### src/rtl/instr_fetch_stage.sv
// Instruction fetch stage: drives the imem req/ack handshake, owns the PC and
// presents one registered instruction (plus its PC and opcode) to the control unit.
// A one-entry skid buffer absorbs a word that returns while the output is stalled.
module instr_fetch_stage #(
  parameter logic [31:0] RESET_PC = 32'h0000_0000,
  parameter int unsigned PC_STEP  = 4
) (
  input  logic        clk,
  input  logic        reset,
  output logic        imem_req,
  output logic [31:0] imem_addr,
  input  logic        imem_ack,
  input  logic [31:0] imem_rdata,
  input  logic        stall,
  input  logic        flush,
  input  logic [31:0] flush_pc,
  output logic        instr_valid,
  output logic [31:0] instr,
  output logic [5:0]  opcode,
  output logic [31:0] pc_out
);

  localparam logic [31:0] PcStep = 32'(PC_STEP);

  typedef enum logic [1:0] {StFetch, StHold, StDiscard} state_e;

  state_e      state_q;
  logic [31:0] pc_q;
  logic [31:0] skid_instr_q;
  logic [31:0] skid_pc_q;
  logic [31:0] pc_inc;
  logic        out_free;

  // Sequential PC wraps naturally at 32 bits.
  assign pc_inc   = pc_q + PcStep;
  // Output register may take a new word when empty or when downstream consumes it.
  assign out_free = !instr_valid || !stall;

  // Opcode is a NOP whenever no live instruction is presented.
  assign opcode = instr_valid ? instr[31:26] : 6'd0;

  // Fetch FSM, PC, skid buffer and output register; flush outranks everything else.
  always_ff @(posedge clk or posedge reset) begin
    if (reset) begin
      state_q      <= StFetch;
      pc_q         <= RESET_PC;
      imem_req     <= 1'b0;
      imem_addr    <= RESET_PC;
      skid_instr_q <= 32'd0;
      skid_pc_q    <= 32'd0;
      instr_valid  <= 1'b0;
      instr        <= 32'd0;
      pc_out       <= 32'd0;
    end else if (flush) begin
      pc_q        <= flush_pc;
      instr_valid <= 1'b0;
      case (state_q)
        StDiscard: begin
          // Already draining an old request; only retarget once it completes.
          if (imem_ack) begin
            state_q   <= StFetch;
            imem_addr <= flush_pc;
          end
        end
        StFetch: begin
          if (imem_req && !imem_ack) begin
            // A request can never be withdrawn: keep it up and drop its data later.
            state_q <= StDiscard;
          end else begin
            imem_req  <= 1'b1;
            imem_addr <= flush_pc;
          end
        end
        default: begin
          // From HOLD the skid word dies with the redirect.
          state_q   <= StFetch;
          imem_req  <= 1'b1;
          imem_addr <= flush_pc;
        end
      endcase
    end else begin
      case (state_q)
        StFetch: begin
          if (!imem_req) begin
            imem_req  <= 1'b1;
            imem_addr <= pc_q;
            if (!stall) instr_valid <= 1'b0;
          end else if (imem_ack) begin
            pc_q <= pc_inc;
            if (out_free) begin
              instr       <= imem_rdata;
              pc_out      <= imem_addr;
              instr_valid <= 1'b1;
              imem_addr   <= pc_inc;
            end else begin
              skid_instr_q <= imem_rdata;
              skid_pc_q    <= imem_addr;
              imem_req     <= 1'b0;
              state_q      <= StHold;
            end
          end else if (!stall) begin
            instr_valid <= 1'b0;
          end
        end
        StHold: begin
          if (!stall) begin
            instr       <= skid_instr_q;
            pc_out      <= skid_pc_q;
            instr_valid <= 1'b1;
            imem_req    <= 1'b1;
            imem_addr   <= pc_q;
            state_q     <= StFetch;
          end
        end
        default: begin
          if (!stall) instr_valid <= 1'b0;
          // Response to the pre-flush request is thrown away.
          if (imem_ack) begin
            state_q   <= StFetch;
            imem_addr <= pc_q;
          end
        end
      endcase
    end
  end

endmodule

### config.mk
export PLATFORM = sky130hd
export DESIGN_NAME = instr_fetch_stage
export DESIGN_NICKNAME = d
export VERILOG_FILES = /design/src/rtl/instr_fetch_stage.sv
export SDC_FILE = /design/constraint.sdc
export NUM_CORES = 1
export LEC_CHECK = 0
export CAP_MARGIN = 20
export CORE_ASPECT_RATIO = 0.9
export CORE_UTILIZATION = 53
export DETAILED_ROUTE_END_ITERATION = 8
export PLACE_DENSITY = 0.87
export SYNTH_ARGS = -nofsm -noshare
export SYNTH_HDL_FRONTEND = slang
export SYNTH_SLANG_ARGS = --single-unit
export TNS_END_PERCENT = 5
### constraint.sdc
create_clock -name clk -period 6.8 [get_ports clk]
set_input_delay 0.68 -clock clk [delete_from_list [all_inputs] [get_ports clk]]
set_output_delay 0.68 -clock clk [all_outputs]
set_load 0.03 [all_outputs]
==> flow_summary.json <==
{
  "status": "complete, no violations",
  "place_congestion": 0.8676,
  "r2r-end": "pc_q[31]",
  "viasPerCell": 5.699,
  "clk_pin_slew_ps": 70,
  "clk_path_buf_depth": 2,
  "r2r-start": "state_q[0]",
  "drtPass1Iterations": 5,
  "ctsResizeCount": 0,
  "drive_gt1_frac": 0.1229,
  "syn_nets": 925,
  "intPower_mw": 2.415,
  "crit_fanout": 37,
  "leakage_nw": 5.377,
  "synth_compound_area_frac": 0.08739,
  "postSynthCellCount": 855,
  "path_class": "in -> reg",
  "slew_violations": 0,
  "rows": 45,
  "cts_sinks": 196,
  "cts.htree.levels": 4,
  "crit_buf_inv": 3,
  "pwr-share-clk": 0.274,
  "min_from": "pc_out[13]",
  "dpl-instance-area_um2": 11240,
  "rsz0062_at_grt": "false",
  "p_per_area_nw_per_um2": 307.4,
  "drt_wl_total_um": 22070,
  "min_period_ps": 2943,
  "first_global_vias": 6828,
  "drtIter0Drc": 529,
  "whs_path_depth": 2,
  "grt-ovfl-total": 0,
  "design.core.area_um2": 17060,
  "arrival_ps": 3260,
  "cp-end-kind": "flop",
  "setup_violations": 0,
  "postCtsSetupRepairBufs": 0,
  "grt_pass1_wl_um": 35490,
  "synth_top_cell_by_area": "dfrtp_1",
  "wl_per_cell_um": 17.74,
  "ioPinCount": 173,
  "syn2layout_area_growth_pct": 26.59,
  "antenna_found_initial": 0,
  "synth_cell_types": 49,
  "grt_use_total": 0.2507,
  "postLayoutCellArea_um2": 11850,
  "required_ps": 7110,
  "relSlewSlack": 0.3442,
  "start_kind": "input port",
  "antenna_left": 0,
  "synthFlopType": "dfrtp_1",
  "dp_hpwl_um": 14540,
  "critPathMaxStageDelay_ps": 490,
  "clock-root-buffer": "clkbuf_16",
  "hold_viol": 0,
  "avgSynthCellArea_um2": 10.95,
  "synth_edf_count": 0,
  "muxShareOfSynthArea": 0.1781,
  "path_cells": "clkdlybuf4s50_1, buf_4, nor2_1, nand2_1, o21bai_4, buf_4, nor2_1, a221o_1",
  "timing.fmax_ghz": 0.3398,
  "yosys_register_bits": 196,
  "die_w_um": 142.1,
  "io_buffers": 172,
  "initial_utilization": 0.5489,
  "cts_tree": "built",
  "cp_top_family": "buffers and inverters",
  "register_area_um2": 4905,
  "yosysWarnings": 0,
  "synth_top_family_by_area": "multiplexers",
  "antenna-diode-count": 0,
  "min_to": "pc_out[13]",
  "syn-cell-area_um2": 9364,
  "slowest_stage": "buf_4",
  "netSwitchingPower_mw": 1.229,
  "clock_skew_ps": 9.093,
  "ir_drop_mv": 0.1735,
  "yosysMostFrequentCell": "dfrtp_1",
  "seqPwrFrac": 0.446,
  "multi_input_area_um2": 4225,
  "sw_frac_of_total": 0.3372,
  "numCtsBuffers": 17,
  "fin_crit_sh": 0.4328,
  "totalNegativeSetupSlack_ps": 0,
  "yosysTopAreaCellShare": 0.5238,
  "synth_xor_area_frac": 0.04583,
  "reg2reg_slack_ps": 4060,
  "clk_latency_ps": 430,
  "synthArstFlopShare": 1.000,
  "worst_pin_slew_ps": 976.2,
  "grt_max_degree": 152,
  "ctsHoldBuffers": 0,
  "vias": 7089,
  "yosys.area_share.simple": 0.1347,
  "die_h_um": 128.1,
  "fp.dieArea_um2": 18200,
  "max-cap-violations": 0,
  "comb_power_share": 0.280,
  "synth-adder-area-share": 0.001336,
  "r2r_cells": 6,
  "synth_area_leaders": "dfrtp_1 52%, mux2i_1 8.6%, mux2_2 7.8%",
  "nFillCells": 1223,
  "nNetsFinal": 1066,
  "hp-class": "reg -> reg",
  "synthTopCellsByCount": "196 x dfrtp_1, 108 x nand2_1, 80 x mux2i_1, 72 x o21ai_0, 65 x mux2_2",
  "drcViolationCount": 0,
  "seq_area_frac_synth": 0.5238
}
[cell usage in the layout (no fill, tap or decap), types with 5 or more instances in the layout]
master,count
dfrtp_1,196
clkbuf_16,17
clkinvlp_4,5
nor3_1,11
nor4_1,8
nor2_1,28
and2_1,11
nand3_1,25
nand4_1,16
xnor2_1,22
buf_4,9
nand2_1,108
a22oi_1,5
o31a_1,6
a21oi_1,22
o21ai_1,6
xor2_1,27
mux2_1,12
o31ai_1,12
clkdlybuf4s50_1,172
mux2_2,65
mux2i_1,80
o21ai_0,72
and4_1,5
a21boi_1,5
nand2b_1,9
[state kept, by name, summed over array words and instances, names as in the netlist]
| name | cells |
|---|---|
| pc_q | 32 |
| instr_valid | 1 |
| pc_out | 32 |
| state_q | 2 |
| skid_instr_q | 32 |
| skid_pc_q | 32 |
| imem_addr | 32 |
| instr | 32 |
| imem_req | 1 |
[worst max path at each step]
stage | start | slack [ps] | end | cells past startpoint
after floorplan | reset | 780 | imem_addr[0] | 1
after global placement | flush | 3540 | imem_addr[27] | 8
after detailed placement | flush | 3430 | imem_addr[27] | 8
after CTS | flush | 3870 | imem_addr[27] | 8
after global routing | flush | 3700 | imem_addr[27] | 8
final | flush | 3860 | imem_addr[27] | 8
[power groups by stage]
stage	sequential, mW	clock [mW]	combinational, mW
5_1_grt	1.66	1.07	1.10
2_1_floorplan	1.84	0	0.374
3_3_place_gp	1.62	0	0.993
4_1_cts	1.62	1.01	1.02
3_5_place_dp	1.64	0	1.02
6_report	1.63	1.00	1.02
[layout make-up]
class / instances / area share
clock buffer: 19 / 0.03737
clock inverter: 13 / 0.01214
sequential: 196 / 0.4138
inverter: 5 / 0.002217
multi-input combinational: 594 / 0.3564
tap: 235 / 0.02480
timing repair buffer: 182 / 0.1533
[worst register-to-register path: stages (launching register included)]
cell and delay [ps]:
dfrtp_1 530, nand4bb_1 490, nor3_1 900, buf_4 290
nand4_1 110, xor2_1 190, a21oi_1 160
[routing by layer]
layer / part of all wire / wire [µm] / track usage / vias up
li1: - / - / - / 3304
met1: 0.44 / 9801 / 0.3473 / 3494
met2: 0.48 / 10570 / 0.3971 / 269
met3: 0.064 / 1416 / 0.05304 / 22
met4: 0.013 / 285 / 0.07653 / 0
met5: 0 / 0 / 0 / -
[logic make-up (layout without fill, tap and decap cells)]
family,count (synthesis),count (layout)
compound gates,140,140
buf+inv,65,219
mux,157,157
fa+ha+maj,1,1
flops,196,196
xor+xnor,49,49
simple gates,247,247
[through the flow]
step           cells    util  hold WS [ps]  total power, mW  worst slack, ps
6_report        1244  0.6948         477.9            3.644             3857
4_1_cts         1243  0.6932         485.6            3.661             3873
3_5_place_dp    1211  0.6588         468.7            2.658             3426
3_3_place_gp    1211  0.6588         460.2            2.617             3535
5_1_grt         1244  0.6948         498.8            3.820             3702
2_1_floorplan    855       -         457.4            2.213            779.4
Note: power is estimated with default switching activity, not from simulation.
